$ cat config.mk
export PLATFORM = sky130hd
export DESIGN_NAME = alt_vipitc131_common_sync_generator
export DESIGN_NICKNAME = d
export VERILOG_FILES = /design/src/rtl/alt_vipitc131_common_pkg.sv /design/src/rtl/alt_vipitc131_common_sync_region.sv /design/src/rtl/alt_vipitc131_common_sync_generator.sv
export SDC_FILE = /design/constraint.sdc
export NUM_CORES = 1
export LEC_CHECK = 0
export ABC_AREA = 1
export BUFFER_PORTS_ARGS = -buffer_cell sky130_fd_sc_hd__buf_4
export CORE_MARGIN = 2
export CORE_UTILIZATION = 33
export DETAILED_ROUTE_END_ITERATION = 16
export GPL_TIMING_DRIVEN = 0
export PLACE_DENSITY = 0.55
export REMOVE_ABC_BUFFERS = 1
export SETUP_SLACK_MARGIN = 0.1
export SYNTH_ARGS = -nofsm -noshare
export SYNTH_HDL_FRONTEND = slang
export SYNTH_SLANG_ARGS = --single-unit
$ cat constraint.sdc
create_clock -name clk -period 14.45 [get_ports clk]
set_input_delay 3.6125 -clock clk [delete_from_list [all_inputs] [get_ports clk]]
set_output_delay 3.6125 -clock clk [all_outputs]
set_load 0.01 [all_outputs]
$ cat src/rtl/alt_vipitc131_common_pkg.sv
// Shared constants and types for the clocked-video sync generator:
// default 1080p timing, region encodings and the timing-config record.
package alt_vipitc131_common_pkg;

    localparam int   DFLT_H_ACTIVE = 1920;
    localparam int   DFLT_H_FP     = 88;
    localparam int   DFLT_H_SYNC   = 44;
    localparam int   DFLT_H_BP     = 148;
    localparam int   DFLT_V_ACTIVE = 1080;
    localparam int   DFLT_V_FP     = 4;
    localparam int   DFLT_V_SYNC   = 5;
    localparam int   DFLT_V_BP     = 36;
    localparam logic DFLT_H_POL    = 1'b1;
    localparam logic DFLT_V_POL    = 1'b1;

    localparam logic [1:0] RGN_ACTIVE = 2'd0;
    localparam logic [1:0] RGN_FP     = 2'd1;
    localparam logic [1:0] RGN_SYNC   = 2'd2;
    localparam logic [1:0] RGN_BP     = 2'd3;

    typedef struct packed {
        logic [15:0] h_active;
        logic [15:0] h_fp;
        logic [15:0] h_sync;
        logic [15:0] h_bp;
        logic [14:0] v_active;
        logic [14:0] v_fp;
        logic [14:0] v_sync;
        logic [14:0] v_bp;
        logic        h_pol;
        logic        v_pol;
    } timing_cfg_t;

endpackage

$ cat src/rtl/alt_vipitc131_common_sync_region.sv
// One-axis region decoder: classifies a count into active/fp/sync/bp and
// derives blank, polarity-adjusted sync and the axis total minus one.
module alt_vipitc131_common_sync_region
    import alt_vipitc131_common_pkg::*;
#(
    parameter int WIDTH = 16
) (
    input  logic [WIDTH-1:0] count,
    input  logic [WIDTH-1:0] active,
    input  logic [WIDTH-1:0] fp,
    input  logic [WIDTH-1:0] sync_width,
    input  logic [WIDTH-1:0] bp,
    input  logic             pol,
    output logic             blank,
    output logic             sync,
    output logic [WIDTH-1:0] total_m1
);
    // Edges are kept two bits wider so oversized porches cannot wrap the
    // range tests; only the reported total is truncated to WIDTH.
    localparam int EW = WIDTH + 2;

    logic [EW-1:0] fp_start, sync_start, bp_start, cnt_x;
    logic [1:0]    region;

    always_comb begin
        cnt_x      = EW'(count);
        fp_start   = EW'(active);
        sync_start = fp_start + EW'(fp);
        bp_start   = sync_start + EW'(sync_width);
        region     = RGN_BP;
        if (cnt_x < fp_start)        region = RGN_ACTIVE;
        else if (cnt_x < sync_start) region = RGN_FP;
        else if (cnt_x < bp_start)   region = RGN_SYNC;
    end

    assign blank    = (region != RGN_ACTIVE);
    assign sync     = (region == RGN_SYNC) ~^ pol;
    assign total_m1 = active + fp + sync_width + bp - WIDTH'(1);

endmodule

$ cat src/rtl/alt_vipitc131_common_sync_generator.sv
// Timing decoder for the video output path: registers sync/blank/de/pulses
// from the frame counter position and shadows config changes to frame end.
module alt_vipitc131_common_sync_generator
    import alt_vipitc131_common_pkg::*;
#(
    parameter int DEF_H_ACTIVE = DFLT_H_ACTIVE,
    parameter int DEF_H_FP     = DFLT_H_FP,
    parameter int DEF_H_SYNC   = DFLT_H_SYNC,
    parameter int DEF_H_BP     = DFLT_H_BP,
    parameter int DEF_V_ACTIVE = DFLT_V_ACTIVE,
    parameter int DEF_V_FP     = DFLT_V_FP,
    parameter int DEF_V_SYNC   = DFLT_V_SYNC,
    parameter int DEF_V_BP     = DFLT_V_BP
) (
    input  logic        rst,
    input  logic        clk,
    input  logic        sclr,
    input  logic        enable,
    input  logic [15:0] h_count,
    input  logic [14:0] v_count,
    input  logic        new_line,
    input  logic        cfg_valid,
    output logic        cfg_ready,
    input  logic [15:0] cfg_h_active,
    input  logic [15:0] cfg_h_fp,
    input  logic [15:0] cfg_h_sync,
    input  logic [15:0] cfg_h_bp,
    input  logic [14:0] cfg_v_active,
    input  logic [14:0] cfg_v_fp,
    input  logic [14:0] cfg_v_sync,
    input  logic [14:0] cfg_v_bp,
    input  logic        cfg_h_pol,
    input  logic        cfg_v_pol,
    output logic [15:0] h_total_m1,
    output logic [14:0] v_total_m1,
    output logic        h_sync,
    output logic        v_sync,
    output logic        h_blank,
    output logic        v_blank,
    output logic        de,
    output logic        sof,
    output logic        sol
);
    localparam timing_cfg_t DEF_CFG = '{
        h_active: 16'(DEF_H_ACTIVE), h_fp: 16'(DEF_H_FP),
        h_sync:   16'(DEF_H_SYNC),   h_bp: 16'(DEF_H_BP),
        v_active: 15'(DEF_V_ACTIVE), v_fp: 15'(DEF_V_FP),
        v_sync:   15'(DEF_V_SYNC),   v_bp: 15'(DEF_V_BP),
        h_pol:    DFLT_H_POL,        v_pol: DFLT_V_POL
    };
    localparam logic RST_H_SYNC = ~DFLT_H_POL;
    localparam logic RST_V_SYNC = ~DFLT_V_POL;

    timing_cfg_t act_q, act_d, stg_q, stg_d, cfg_in;
    logic        pend_q, pend_d;
    logic        h_sync_q, h_sync_d, v_sync_q, v_sync_d;
    logic        h_blank_q, h_blank_d, v_blank_q, v_blank_d;
    logic        de_q, de_d, sof_q, sof_d, sol_q, sol_d;
    logic        h_sync_w, v_sync_w, h_blank_w, v_blank_w;
    logic        accept, apply_evt;

    assign cfg_in = '{
        h_active: cfg_h_active, h_fp: cfg_h_fp, h_sync: cfg_h_sync, h_bp: cfg_h_bp,
        v_active: cfg_v_active, v_fp: cfg_v_fp, v_sync: cfg_v_sync, v_bp: cfg_v_bp,
        h_pol: cfg_h_pol, v_pol: cfg_v_pol
    };

    alt_vipitc131_common_sync_region #(.WIDTH(16)) u_h_region (
        .count(h_count), .active(act_q.h_active), .fp(act_q.h_fp),
        .sync_width(act_q.h_sync), .bp(act_q.h_bp), .pol(act_q.h_pol),
        .blank(h_blank_w), .sync(h_sync_w), .total_m1(h_total_m1)
    );

    alt_vipitc131_common_sync_region #(.WIDTH(15)) u_v_region (
        .count(v_count), .active(act_q.v_active), .fp(act_q.v_fp),
        .sync_width(act_q.v_sync), .bp(act_q.v_bp), .pol(act_q.v_pol),
        .blank(v_blank_w), .sync(v_sync_w), .total_m1(v_total_m1)
    );

    assign cfg_ready = !pend_q;
    assign accept    = cfg_valid && cfg_ready;
    assign apply_evt = enable && new_line && (v_count >= v_total_m1);

    // Accept is only possible with nothing pending, so a same-cycle apply
    // never consumes the config being accepted.
    always_comb begin
        act_d  = act_q;
        stg_d  = stg_q;
        pend_d = pend_q;
        if ((sclr || apply_evt) && pend_q) begin
            act_d  = stg_q;
            pend_d = 1'b0;
        end
        if (accept) begin
            stg_d  = cfg_in;
            pend_d = 1'b1;
        end
    end

    always_comb begin
        h_sync_d  = h_sync_q;
        v_sync_d  = v_sync_q;
        h_blank_d = h_blank_q;
        v_blank_d = v_blank_q;
        de_d      = de_q;
        sof_d     = 1'b0;
        sol_d     = 1'b0;
        if (sclr) begin
            h_sync_d  = RST_H_SYNC;
            v_sync_d  = RST_V_SYNC;
            h_blank_d = 1'b1;
            v_blank_d = 1'b1;
            de_d      = 1'b0;
        end else if (enable) begin
            h_sync_d  = h_sync_w;
            v_sync_d  = v_sync_w;
            h_blank_d = h_blank_w;
            v_blank_d = v_blank_w;
            de_d      = !h_blank_w && !v_blank_w;
            sof_d     = (h_count == 16'd0) && (v_count == 15'd0);
            sol_d     = (h_count == 16'd0) && !v_blank_w;
        end
    end

    always_ff @(posedge clk or posedge rst) begin
        if (rst) begin
            act_q     <= DEF_CFG;
            stg_q     <= DEF_CFG;
            pend_q    <= 1'b0;
            h_sync_q  <= RST_H_SYNC;
            v_sync_q  <= RST_V_SYNC;
            h_blank_q <= 1'b1;
            v_blank_q <= 1'b1;
            de_q      <= 1'b0;
            sof_q     <= 1'b0;
            sol_q     <= 1'b0;
        end else begin
            act_q     <= act_d;
            stg_q     <= stg_d;
            pend_q    <= pend_d;
            h_sync_q  <= h_sync_d;
            v_sync_q  <= v_sync_d;
            h_blank_q <= h_blank_d;
            v_blank_q <= v_blank_d;
            de_q      <= de_d;
            sof_q     <= sof_d;
            sol_q     <= sol_d;
        end
    end

    assign h_sync  = h_sync_q;
    assign v_sync  = v_sync_q;
    assign h_blank = h_blank_q;
    assign v_blank = v_blank_q;
    assign de      = de_q;
    assign sof     = sof_q;
    assign sol     = sol_q;

endmodule

### After elaboration in Yosys (flattened, before gate mapping)

Cells that the tools add are included.
Widths: inputs -> output; s select.

* $add $sub $neg: 12
* $lt $le $gt $ge: 7
* equal/unequal tests: 2
* multiplexer cells: 22
* bitwise operators: 2
* reductions and logical operators: 17

Operators with widths (number)
* $add 16x16->16: 3
* $add 15x15->15: 3
* $lt 16x18->1: 2
* $lt 15x17->1: 2
* $add 18x16->18: 1
* $mux 1: 18
* $add 16x16->17: 1
* $add 17x15->17: 1
* $add 15x15->16: 1
* $logic_not 16->1: 1
* $lt 16x16->1: 1
* $sub 16x1->16 const B: 1
* $ge 15x15->1: 1
* $logic_not 15->1: 1
* $lt 15x15->1: 1
* $sub 15x1->15 const B: 1
* $mux 2: 4
* $reduce_bool 2->1: 4
* $logic_and 1x1->1: 7
* $eq 2x2->1 const B: 2
* $logic_not 1->1: 3
* $xnor 1x1->1: 2
* $logic_or 1x1->1: 1

* register bits: 260
* output and inout port bits: 39

### Logic depth before layout (Yosys ltp)

* word-level depth: 11
* depth in mapped cells: 30

### Cells and area by module

A second synthesis with hierarchy kept.

* cells, all modules: 2091
* area total of the unflattened synthesis: 18799.3 µm²

By module, submodules not included
* alt_vipitc131_common_sync_generator: instances 1, cells each 930, area each 10467.5 µm², sequential area each 6568.8 µm²
* alt_vipitc131_common_sync_region (u_h_region): instances 1, cells each 595, area each 4301.6 µm², sequential area each 0.0 µm²
* alt_vipitc131_common_sync_region (u_v_region): instances 1, cells each 566, area each 4030.1 µm², sequential area each 0.0 µm²

### Least setup slack after synthesis

No wires, ideal clock.

* kind: register to output
* start: register act_q[80] (netlist name)
* end: output port h_total_m1[13]
* data arrival time: 3.427 ns
* required time: 10.837 ns
* slack: 7.411 ns
* cell stages (with the launch flop): 18
* path buffers: 0
* path through: dfstp_2 > inv_1 > ha_1 > inv_1 > fa_1 > fa_1 > inv_1 > fa_1 > o21ai_0 > nand3_1 > nand2_1 > nand2_1 > nand2_1 > nand2_1 > nand2_1 > nand3_1 > nand2_1 > xor2_1

* word-level cells in the longest chain between the ends: 3

RTL lines
* from (decl): RTL line alt_vipitc131_common_sync_generator.sv:54 `timing_cfg_t act_q, act_d, stg_q, stg_d, cfg_in;`
* from (signal assigned): RTL line alt_vipitc131_common_sync_generator.sv:138 `act_q <= act_d;`
* $add 16x16->16 (2 in a row): RTL line alt_vipitc131_common_sync_region.sv:38 `assign total_m1 = active + fp + sync_width + bp - WIDTH'(1);`
* $sub 16x1->16: RTL line alt_vipitc131_common_sync_region.sv:38
* to (decl): RTL line alt_vipitc131_common_sync_generator.sv:34 `output logic [15:0] h_total_m1,`

Every way passes these cells.

### Worst setup path after layout

* start: register act_q[18] (netlist name)
* end: output port v_total_m1[13]

* word-level cells in the longest chain between the ends: 3

RTL lines
* $add 15x15->15 (2 in a row): RTL line alt_vipitc131_common_sync_region.sv:38
* $sub 15x1->15: RTL line alt_vipitc131_common_sync_region.sv:38
* to (decl): RTL line alt_vipitc131_common_sync_generator.sv:35 `output logic [14:0] v_total_m1,`

Every way passes these cells.

==> flow_summary.yaml <==
floorplanning:
  fp.coreArea_mm2: 0.05488
  initial_core_util: 0.3327
  dieArea_mm2: 0.05722
  rows: 86
  die_w_um: 239.2
  io_pins: 202
  die_y_um: 239.2
clocking:
  clock-sinks: 260
  cts_buffers: 34
  post_cts_buffers: 0
  insertion_delay_ns: 0.54
  ctsLongestPathBuffers: 3
  htree_levels: 2
  clkTransAtPathRegs_ns: 0.06
  ctsResizeCount: 0
  hold_buffers: 0
  cts_tree: "yes"
  cts_root_buf: "clkbuf_16"
critical_path:
  endpoint: "v_total_m1[13]"
  cp.required_ns: 10.84
  reg2reg_from: "act_q[18]"
  rr_worst_depth: 27
  cp_max_fo: 3
  regToRegEndpoint: "act_q[56]"
  cp.arrival_ns: 4.63
  crit_type: "register to primary output"
  crit_path_end_kind: "primary output"
  r2r_slack_ns: 6.94
  startpoint: "act_q[18]"
  start_kind: "register"
layout:
  final_common_cell: "nand2_1"
  mostFrequentLayoutCells: "nand2_1 (311), inv_1 (297), ha_1 (227), a21oi_1 (216), dfrtp_1 (209)"
  area_delta_synth_final_pct: 18.81
  fillCellCount: 5505
  final_cells: 2915
  antenna_cells: 0
  drive_gt1_frac: 0.2071
  final_nets: 2636
sta:
  final.min_clock_period_ns: 8.239
  setup_viol_count_final: 0
  fmax_mhz: 121.4
  worst_pin_slew_ns: 1.100
  slew_viol_final: 0
  holdWs_ns: 0.4741
  worst_clock_skew_ns: 0.02296
  rsz0062_at_grt: "no"
  finalSetupTns_ns: 0
  relSlewSlack: 0.2641
  hold_viol: 0
  period_share: 0.5702
detailed_routing:
  ant_nets: 0
  drtPass1Iterations: 4
  drc: 0
  drt-initial-drc-count: 444
  vias: 13990
  routed_wirelength_um: 48330
  wire_per_inst_um: 16.58
  via_per_inst: 4.800
run_status:
  status: "finished clean"
logic_synthesis:
  syn-instance-count: 1987
  syn_avg_cell_area_um2: 9.188
  yosysWarnings: 0
  yosysUniqueCellTypes: 38
  synth-edff-count: 0
  seq_area_frac_synth: 0.3598
  synth_area_mm2: 0.01826
  ys_seq_elements: 260
  synth_flop_cell: "dfrtp_1"
  async_flop_share: 1.000
placement:
  portBuffers: 201
  hpwl_um: 37860
  gp_congestion: 0.8296
  dpl.cell_count: 2854
worst_hold_path:
  hp-class: "register to register"
global_route:
  grt_overflow: 0
  grt_max_degree: 127
  grt_usage: 0.1747
  grt_pass1_vias: 14880
  antenna_found_initial: 2
  grt_pass1_wl_um: 78030
flow_run:
  maxCapViolations: 0
==> critical path, stage by stage, from the launching register on <==
cell and delay, ns:
dfrtp_1 0.38, inv_1 0.12, ha_1 0.26, fa_1 0.48, fa_1 0.52, inv_1 0.04
ha_1 0.23, fa_1 0.41, a21oi_1 0.24, o21ai_2 0.11, a21oi_1 0.32, o21ai_1 0.16
nand2_1 0.08, inv_1 0.05, nor2_1 0.12, o21bai_1 0.09, xor2_1 0.24, inv_1 0.07
buf_4 0.16
==> metrics by stage <==
step           utilization  worst slack (ns)  area (µm²)
2_1_floorplan            -             3.765       17940
6_report            0.3953             6.211       21690
3_3_place_gp        0.3705            0.2676       20330
3_5_place_dp        0.3739             6.737       20520
4_1_cts             0.3953             6.132       21690
5_1_grt             0.3953             5.904       21690
==> kinds of logic (layout without fill, tap and decap cells) <==
kind of cell / Yosys count / after routing / share of synthesized area
and+or+nand+nor: 581 / 581 / 0.1298
buffers and inverters: 344 / 568 / 0.07882
AOI/OAI and AO/OA: 301 / 301 / 0.09026
adders and majority gates: 287 / 287 / 0.2214
DFF: 260 / 260 / 0.3598
muxes: 126 / 126 / 0.07772
xor gates and xnor gates: 88 / 88 / 0.04222
==> final cells by class <==
type	instances	area, µm²	area share
multi-input cells	1383	10270	0.4735
flip-flops and latches	260	6570	0.3029
repair buffers	207	1667	0.07683
inverters	300	1134	0.05226
clock buffers	49	1018	0.04695
well taps	704	880.8	0.04061
clock inverters	12	151.4	0.006980
==> Yosys cell counts (all sizes together), types with 7 or more instances <==
cell type / n / area share
a21oi: 218 / 0.060
mux2: 126 / 0.078
fa: 60 / 0.066
inv: 300 / 0.062
dfrtp: 210 / 0.29
nand4: 12 / 0.0041
nand3: 82 / 0.022
nor2: 144 / 0.030
nand2: 314 / 0.065
nor4: 7 / 0.0024
xor2: 49 / 0.024
nor3: 19 / 0.0052
dfstp: 50 / 0.072
ha: 227 / 0.16
buf: 38 / 0.016
o21ai: 38 / 0.011
xnor2: 39 / 0.019
a31oi: 8 / 0.0027
==> registers in the layout, summed over array words and instances, names as in the netlist <==
register	cells
h_blank	1
pend_q	1
h_sync	1
de	1
act_q	126
sol	1
sof	1
v_blank	1
v_sync	1
stg_q	126
==> worst min path at each step <==
stage                     cells past startpoint       from  slack (ns)        end
after floorplan                               2   act_q[4]        0.46   act_q[4]
after global placement                        2     v_sync        0.47     v_sync
after detailed placement                      2     v_sync        0.48     v_sync
after CTS                                     2  stg_q[97]        0.48  act_q[97]
after global routing                          2  stg_q[97]        0.50  act_q[97]
final                                         2  stg_q[97]        0.47  act_q[97]
==> metal layers <==
| metal | share of wire | GRT usage | wire [µm] |
|---|---|---|---|
| met5 | 0.00048 | 0 | 23 |
| met4 | 0.023 | 0.05019 | 1100 |
| met3 | 0.044 | 0.03089 | 2141 |
| met2 | 0.50 | 0.3137 | 24390 |
| met1 | 0.43 | 0.2134 | 20670 |
Power is left out: the tool's default activity adds up to more than one toggle a clock period on the data nets, which glitch-free logic cannot reach.
